==> config.mk <==
export PLATFORM = sky130hd
export DESIGN_NAME = pc_unit_flat
export DESIGN_NICKNAME = d
export VERILOG_FILES = /design/src/rtl/pc_unit_if.sv /design/src/rtl/pc_unit.sv /design/src/flat_wrapper.sv
export SDC_FILE = /design/constraint.sdc
export NUM_CORES = 1
export LEC_CHECK = 0
export ABC_CLOCK_PERIOD_IN_PS = 2750
export BUFFER_PORTS_ARGS = -buffer_cell sky130_fd_sc_hd__buf_2
export CORE_MARGIN = 4
export CORE_UTILIZATION = 50
export CTS_CLUSTER_SIZE = 8
export DETAILED_ROUTE_END_ITERATION = 16
export PLACE_DENSITY_LB_ADDON = 0.15
export SKIP_CTS_REPAIR_TIMING = 1
export SYNTH_ARGS = -nofsm -noshare
export SYNTH_HDL_FRONTEND = slang
export SYNTH_SLANG_ARGS = --single-unit
==> constraint.sdc <==
create_clock -name CLK -period 2.75 [get_ports CLK]
set_input_delay 0.275 -clock CLK [delete_from_list [all_inputs] [get_ports CLK]]
set_output_delay 0.275 -clock CLK [all_outputs]
set_load 0.02 [all_outputs]
==> src/rtl/pc_unit_if.sv <==
// pc_unit_if
// Groups the fetch-stage handshake and resolution signals of the program
// counter unit so they travel as a single bundle.
//
// Signals:
//   op             opcode of the instruction at IP (valid when fetch_rdy=1)
//   fetch_rdy      fetch accepted the current IP; 0 holds IP while running
//   b_taken        branch outcome, sampled on the resolve cycle
//   up_amt         signed offset (branch/JAL imm or JALR imm)
//   jalr_base      rs1 value for JALR
//   redirect_valid external trap/flush request
//   redirect_pc    redirect target
//   IP             current instruction pointer (registered)
//   PC_def         IP+4, combinational, wraps
//   stall_o        high while a control transfer is resolving
//   misalign_o     one-cycle pulse when a misaligned target is trapped
//
// Modports:
//   master  drives requests (fetch/decode side), observes the PC
//   slave   the PC unit itself
interface pc_unit_if #(
    parameter int XLEN = 32
);
    logic [6:0]      op;
    logic            fetch_rdy;
    logic            b_taken;
    logic [XLEN-1:0] up_amt;
    logic [XLEN-1:0] jalr_base;
    logic            redirect_valid;
    logic [XLEN-1:0] redirect_pc;
    logic [XLEN-1:0] IP;
    logic [XLEN-1:0] PC_def;
    logic            stall_o;
    logic            misalign_o;

    modport master (
        output op, fetch_rdy, b_taken, up_amt, jalr_base,
               redirect_valid, redirect_pc,
        input  IP, PC_def, stall_o, misalign_o
    );

    modport slave (
        input  op, fetch_rdy, b_taken, up_amt, jalr_base,
               redirect_valid, redirect_pc,
        output IP, PC_def, stall_o, misalign_o
    );
endinterface

==> src/rtl/pc_unit.sv <==
// pc_unit
// Program-counter unit for an RV32-style fetch stage. Advances the
// instruction pointer by 4 per accepted fetch, freezes while a control
// transfer (JAL/JALR/BRANCH) resolves over RESOLVE_CYC cycles, then loads
// the resolved target. Misaligned taken targets are replaced by
// TRAP_VECTOR with a one-cycle misalign_o pulse. An external redirect
// overrides everything except reset.
//
// Ports:
//   CLK    rising-edge clock
//   RESET  asynchronous active-low reset
//   bus    pc_unit_if slave modport (see interface header for signals)
//
// Parameters:
//   XLEN         address width
//   RESET_VECTOR IP after reset
//   TRAP_VECTOR  IP loaded on a misaligned taken target
//   RESOLVE_CYC  cycles spent stalled per control transfer (1..7)
module pc_unit #(
    parameter int              XLEN         = 32,
    parameter logic [XLEN-1:0] RESET_VECTOR = '0,
    parameter logic [XLEN-1:0] TRAP_VECTOR  = XLEN'('h100),
    parameter int              RESOLVE_CYC  = 1
) (
    input  logic      CLK,
    input  logic      RESET,
    pc_unit_if.slave  bus
);

    localparam logic [6:0] OP_JAL    = 7'b1101111;
    localparam logic [6:0] OP_JALR   = 7'b1100111;
    localparam logic [6:0] OP_BRANCH = 7'b1100011;

    // The counter preload is RESOLVE_CYC-1 so that the cnt==0 cycle is the
    // last of exactly RESOLVE_CYC stalled cycles.
    localparam logic [2:0] CNT_INIT = 3'(RESOLVE_CYC - 1);

    typedef enum logic {
        S_RUN,
        S_WAIT
    } state_t;

    state_t          state;
    logic [2:0]      cnt;
    logic [6:0]      op_q;
    logic [XLEN-1:0] ip_q;
    logic            stall_q;
    logic            misalign_q;

    logic [XLEN-1:0] pc_def;
    logic            is_control;
    logic            taken;
    logic [XLEN-1:0] jalr_sum;
    logic [XLEN-1:0] target;

    assign pc_def         = ip_q + XLEN'(4);
    assign bus.IP         = ip_q;
    assign bus.PC_def     = pc_def;
    assign bus.stall_o    = stall_q;
    assign bus.misalign_o = misalign_q;

    // Decode the fetched opcode and the resolved target. The target uses
    // the held IP, which is still the address of the control instruction
    // on the resolve cycle. JALR clears bit 0 before the alignment check.
    always_comb begin
        is_control = (bus.op == OP_JAL) || (bus.op == OP_JALR) ||
                     (bus.op == OP_BRANCH);
        taken      = (op_q == OP_JAL) || (op_q == OP_JALR) ||
                     ((op_q == OP_BRANCH) && bus.b_taken);
        jalr_sum   = bus.jalr_base + bus.up_amt;
        target     = ip_q + bus.up_amt;
        if (op_q == OP_JALR) begin
            target = jalr_sum & ~XLEN'(1);
        end
    end

    // Single state machine: reset, then redirect, then RUN/WAIT sequencing.
    // stall_o and misalign_o are registered alongside the state so they
    // line up with the IP they describe.
    always_ff @(posedge CLK or negedge RESET) begin
        if (!RESET) begin
            state      <= S_RUN;
            cnt        <= '0;
            op_q       <= '0;
            ip_q       <= RESET_VECTOR;
            stall_q    <= 1'b0;
            misalign_q <= 1'b0;
        end else if (bus.redirect_valid) begin
            // Discards any pending resolution; redirect_pc is trusted as-is.
            state      <= S_RUN;
            cnt        <= '0;
            ip_q       <= bus.redirect_pc;
            stall_q    <= 1'b0;
            misalign_q <= 1'b0;
        end else begin
            misalign_q <= 1'b0;
            case (state)
                S_RUN: begin
                    if (bus.fetch_rdy) begin
                        if (is_control) begin
                            op_q    <= bus.op;
                            cnt     <= CNT_INIT;
                            state   <= S_WAIT;
                            stall_q <= 1'b1;
                        end else begin
                            ip_q <= pc_def;
                        end
                    end
                end
                S_WAIT: begin
                    if (cnt != 3'd0) begin
                        cnt <= cnt - 3'd1;
                    end else begin
                        state   <= S_RUN;
                        stall_q <= 1'b0;
                        if (!taken) begin
                            ip_q <= pc_def;
                        end else if (target[1:0] != 2'b00) begin
                            ip_q       <= TRAP_VECTOR;
                            misalign_q <= 1'b1;
                        end else begin
                            ip_q <= target;
                        end
                    end
                end
                default: begin
                    state <= S_RUN;
                end
            endcase
        end
    end

endmodule

==> src/flat_wrapper.sv <==
// flat-port wrapper written by rule: the top's interface ports become plain ports
module pc_unit_flat 
#(
    parameter int              XLEN         = 32,
    parameter logic [XLEN-1:0] RESET_VECTOR = '0,
    parameter logic [XLEN-1:0] TRAP_VECTOR  = XLEN'('h100),
    parameter int              RESOLVE_CYC  = 1
)
  (CLK, RESET, bus_op, bus_fetch_rdy, bus_b_taken, bus_up_amt, bus_jalr_base, bus_redirect_valid, bus_redirect_pc, bus_IP, bus_PC_def, bus_stall_o, bus_misalign_o);
  pc_unit_if #(.XLEN(XLEN)) bus_i ();
  input  logic CLK;
  input  logic RESET;
  input wire logic [$bits(bus_i.op)-1:0] bus_op;
  input wire logic [$bits(bus_i.fetch_rdy)-1:0] bus_fetch_rdy;
  input wire logic [$bits(bus_i.b_taken)-1:0] bus_b_taken;
  input wire logic [$bits(bus_i.up_amt)-1:0] bus_up_amt;
  input wire logic [$bits(bus_i.jalr_base)-1:0] bus_jalr_base;
  input wire logic [$bits(bus_i.redirect_valid)-1:0] bus_redirect_valid;
  input wire logic [$bits(bus_i.redirect_pc)-1:0] bus_redirect_pc;
  output wire logic [$bits(bus_i.IP)-1:0] bus_IP;
  output wire logic [$bits(bus_i.PC_def)-1:0] bus_PC_def;
  output wire logic [$bits(bus_i.stall_o)-1:0] bus_stall_o;
  output wire logic [$bits(bus_i.misalign_o)-1:0] bus_misalign_o;
  assign bus_i.op = bus_op;
  assign bus_i.fetch_rdy = bus_fetch_rdy;
  assign bus_i.b_taken = bus_b_taken;
  assign bus_i.up_amt = bus_up_amt;
  assign bus_i.jalr_base = bus_jalr_base;
  assign bus_i.redirect_valid = bus_redirect_valid;
  assign bus_i.redirect_pc = bus_redirect_pc;
  assign bus_IP = bus_i.IP;
  assign bus_PC_def = bus_i.PC_def;
  assign bus_stall_o = bus_i.stall_o;
  assign bus_misalign_o = bus_i.misalign_o;
  pc_unit #(.XLEN(XLEN), .RESET_VECTOR(RESET_VECTOR), .TRAP_VECTOR(TRAP_VECTOR), .RESOLVE_CYC(RESOLVE_CYC)) u_core (.CLK(CLK), .RESET(RESET), .bus(bus_i));
endmodule
Word-level counts from Yosys, hierarchy flattened
Cells that the tools add are included.

word-level totals
  bits in writable memories = 0
  input bits = 108
  memories = 0
  ROM bits = 0
  bits in registers = 45
  latch bits = 0

cells by class
  magnitude comparators = 0
  shift-type cells = 0
  divide/modulo/power cells = 0
  multipliers = 0
  equality and inequality tests = 11
  multiplexer cells = 28
  reductions and logical operators = 11
  add/subtract/negate cells = 4
  bitwise gates (word level) = 2

operators by type and width
  operator               count
  $mux 32                7
  $add 32x32->32         2
  $pmux 32 s2            1
  $eq 7x7->1 const B     6
  $add 32x3->32 const B  1
  $mux 1                 13
  $mux 3                 4
  $ne 3x3->1 const B     4
  $reduce_and 3->1       3
  $pmux 3 s2             1
  $logic_or 1x1->1       4
  $pmux 1 s2             2
  $reduce_and 4->1       1
  $ne 3x2->1 const B     1
  $reduce_bool 3->1      1
  $sub 3x1->3 const B    1
  $not 1->1              2
  $reduce_bool 2->1      1
  $logic_and 1x1->1      1

Depth between registers and ports, before layout
  depth in word-level cells = 8
  depth in mapped cells = 12

Worst setup path before layout
OpenSTA, ideal clock, no wires.

  path type = register to register
  start point = reg u_core.ip_q[0], in the netlist u_core.bus.IP[0]
  end point = reg u_core.ip_q[26], in the netlist u_core.bus.IP[26]
  data required time = 2.666 ns
  arrival time = 2.653 ns
  library setup time = 0.084 ns
  setup slack = 0.014 ns
  cell stages (with the launch flop) = 10
  path through = dfrtp_1 ha_1 inv_1 fa_1 nor2b_1 nand2_1 or3_1 buf_2 or4b_4 a41oi_2

on the way
  word-level cells in the longest chain between the ends = 8

RTL lines
  item                    RTL line        text
  start, declared         pc_unit.sv:46   logic [XLEN-1:0] ip_q;
  start signal, assigned  pc_unit.sv:92   ip_q <= bus.redirect_pc;
  start signal, assigned  pc_unit.sv:106  ip_q <= pc_def;
  start signal, assigned  pc_unit.sv:117  ip_q <= pc_def;
  $add 32x32->32          pc_unit.sv:71   target = ip_q + bus.up_amt;
  $mux 32                 pc_unit.sv:72   if (op_q == OP_JALR) begin
  $reduce_bool 2->1       pc_unit.sv:118  end else if (target[1:0] != 2'b00) begin
  $mux 32                 pc_unit.sv:118
  $mux 32                 pc_unit.sv:116  if (!taken) begin
  $mux 32                 pc_unit.sv:111  if (cnt != 3'd0) begin
  $pmux 32 s2 (*)         pc_unit.sv:97   case (state)
  $mux 32 (*)             pc_unit.sv:88   end else if (bus.redirect_valid) begin

Mark *: on every way between the ends. The rest lies on a longest branch, timed or not. The select of a mux whose other input is x is not followed.
A chain may end at the register's enable or synchronous reset.

Final worst setup path
  start point = reg u_core.ip_q[0], in the netlist u_core.bus.IP[0]
  end point = reg u_core.ip_q[14], in the netlist u_core.bus.IP[14]

The elaborated chain is that of the path after synthesis.

==> results.tsv <==
stage	metric	value	unit
die	Die Y-Extent	122	um
power_and_ir_drop	PD cells	454	mW/mm2
run	max_cap viols	0	
synth	Synth Warn #	0	
routing	initial drt markers	851	
synth	top post-synthesis cells by count	a21oi_1, nor2_1, nand2_1	
global_route	antenna violations before repair	0	
synth	dominant cells by area after synthesis	dfrtp_1, ha_1, a21oi_1, xnor2_1, nor2_1	
power_and_ir_drop	P_leak	4.13	nW
synth	ys flop type	dfrtp_1	
placed_design	placed cell count	1288	
worst_setup_path	CP bufs+invs	2	
worst_setup_path	WS Path Type	reg -> reg	
finish	final std cells w/o fill	1303	
global_route	largest net degree at the start of global routing	46	
synth	Synth Instances	875	
routing	antenna viol nets, final	0	
finish	Multi-input gate area	0.00534	mm2
routing	vias	7868	
timing	Clock Skews	5.34	ps
power_and_ir_drop	Sequential Power Share	0.209	
global_route	number of global-route vias before repair	7384	
timing	Tcrit/Tclk final	0.986	
routing	1st-pass router iterations	6	
finish	Synth-to-Final Area Change	34.5	%
synth	Avg Synthesized Cell Area	7.38	um2
placed_design	dpl hpwl	19800	um
worst_setup_path	CP delay by family, top	compound AO/OA/AOI/OAI gates	
synth	most frequent cell after synthesis	a21oi_1	
timing	fmax	369	MHz
timing	Slew HR	0.462	
routing	# DRC	0	
power_and_ir_drop	switching power	0.00182	W
synth	EDFF count, synth	0	
worst_setup_path	Slowest-stage cell, CP	dfrtp_1	
power_and_ir_drop	Clock power frac	0.168	
worst_setup_path	Critical Path, Cell by Cell	ha_4 > inv_2 > fa_2 > nand2b_4 > a21oi_4 > o211ai_1 > a21oi_1 > buf_4 > o211ai_1 > a21o_1 > a21o_1 > a31oi_1 > o21ai_1	
worst_setup_path	Worst setup EP type	flip-flop	
die	Core Box Area	0.0126	mm2
synth	Yosys top cell area share	0.174	
die	Boundary Pins	174	
cts	clk buf depth	2	
worst_setup_path	Req. time, crit path	2930	ps
timing	final hold viol count	0	
cts	Root Driver	clkbuf_16	
cts	later-pin clock latency in the skew report	300	ps
die	Rows	41	
status	status	finished, final reports clean	
cts	CTS tree	done	
power_and_ir_drop	Int Power	0.00213	W
synth	dominant cell type by area after synthesis	dfrtp_1	
finish	# diodes	0	
synth	syn_nets	1049	
die	die area	0.0148	mm2
global_route	grt ovf	0	
worst_setup_path	max incr delay on CP	400	ps
finish	register cell area after layout	0.00113	mm2
routing	wire per inst	19.0	um
synth	Synth cell types	73	
finish	layout cell share with drive strength beyond 1	0.317	
cts	Clock Sinks	45	
placed_design	PortBufs	173	
finish	Filler cells	1120	
timing	Worst Tran Pin Value	808	ps
power_and_ir_drop	Sw Share	0.460	
timing	count of pins over their slew limit	0	
cts	cts bufs inserted	5	
cts	clock-pin slew on the worst setup and hold paths	80	ps
routing	Via density	6.04	
timing	min Tclk post-route	2710	ps
global_route	overall global routing resource usage	0.321	
power_and_ir_drop	logic gate share of total power	0.623	
placed_design	final estimated routing congestion in global placement	0.986	
synth	Seq/Total Area, Yosys	0.174	
finish	Nets	1304	
routing	routed wire length	24700	um
worst_setup_path	CP Launch Type	flip-flop	
die	Initial Util	0.512	
worst_setup_path	flop2flop setup slack	40	ps
timing	unrepaired setup endpoints after global routing	yes	
timing	total negative setup slack	0	ps
die	width of the die	122	um
min_path	HP Class	in -> async	
synth	ys async rst share	1.00	
cts	Max H-tree Level	2	
timing	Final Setup Violations	0	
synth	Seq cells post-synth	45	
worst_setup_path	Worst EP arrival	2890	ps
synth	netlist area before placement	0.00646	mm2
global_route	first-pass GRT wire length	37700	um
worst_setup_path	crit path max fanout	3	
power_and_ir_drop	Peak supply drop	0.000269	V
==> layout by cell type, fill, tap and decap left out, drive strengths merged, types with 13 or more instances in the layout <==
cell / n
a21o: 28
buf: 291
nand2: 69
nor2: 88
xor2: 29
xnor2: 40
a21oi: 92
a31oi: 18
o21ai: 63
a211oi: 13
inv: 31
and3: 17
nand3: 40
dfrtp: 45
nand4: 17
a221oi: 17
ha: 64
==> registers in the layout, summed over array words and instances (netlist names) <==
name and cells:
u_core.bus.stall_o 1, u_core.bus.misalign_o 1, u_core.state 1, u_core.cnt 3, u_core.bus.IP 32, u_core.op_q 7
==> cell type report <==
class,count,area share
sequential,45,0.130
clock buffer,5,0.0144
tap,172,0.0248
timing repair buffer,291,0.202
inverter,28,0.0121
clock inverter,3,0.00302
multi-input combinational,759,0.614
==> metrics by stage <==
step	util	instance area [um2]	power (W)	setup slack (ps)	hold WS, ps
CTS	0.662	8360	0.00376	-131	104
global route	0.688	8690	0.00419	-72.5	128
finish	0.688	8690	0.00395	39.2	81.1
floorplan	-	6460	0.00226	13.6	-20.6
detailed placement	0.650	8210	0.00309	-148	427
global placement	0.650	8210	0.00308	-152	426
==> routing by layer <==
layer | routed length [um] | global-route usage
met5 | 0 | 0
met4 | 884 | 0.107
met3 | 2310 | 0.0613
met1 | 10600 | 0.437
met2 | 10900 | 0.513
==> worst paths after layout <==
check                                              from                            end  cells past startpoint
hold / removal                                    RESET     u_core.op_q[1]$_DFFE_PN0P_                      2
hold reg to reg              u_core.op_q[6]$_DFFE_PN0P_     u_core.op_q[6]$_DFFE_PN0P_                      1
setup reg to reg           u_core.bus.IP[0]$_DFFE_PN0P_  u_core.bus.IP[14]$_DFFE_PN0P_                     13
min in group CLK                     bus_redirect_pc[1]   u_core.bus.IP[1]$_DFFE_PN0P_                      2
max in group asynchronous                         RESET  u_core.bus.IP[17]$_DFFE_PN0P_                      2
setup / recovery           u_core.bus.IP[0]$_DFFE_PN0P_  u_core.bus.IP[14]$_DFFE_PN0P_                     13
==> power by group through the flow <==
stage	registers (W)	logic [W]	clock network [W]
after floorplan	0.000939	0.00133	0
after global placement	0.000827	0.00225	0
after detailed placement	0.000827	0.00226	0
after CTS	0.000816	0.00228	0.000668
after global routing	0.000832	0.00266	0.000701
final	0.000823	0.00246	0.000665
==> worst reg2reg max path: stages, from the launching register on <==
cell and delay [ps]:
dfrtp_1 400, ha_4 150, inv_2 30, fa_2 340, nand2b_4 170, a21oi_4 170
o211ai_1 180, a21oi_1 240, buf_4 150, o211ai_1 130, a21o_1 180, a21o_1 150
a31oi_1 180, o21ai_1 100
==> kinds of logic (layout without fill, tap and decap cells) <==
kind of cell | Yosys count | in the layout | share of synthesized area
xor+xnor | 69 | 69 | 0.0935
fa+ha+maj | 66 | 66 | 0.130
compound gates | 307 | 307 | 0.307
buf+inv | 71 | 327 | 0.0440
simple gates | 308 | 308 | 0.237
flops | 45 | 45 | 0.174
mux | 9 | 9 | 0.0143
No activity file was read; power rests on OpenSTA's default activity.
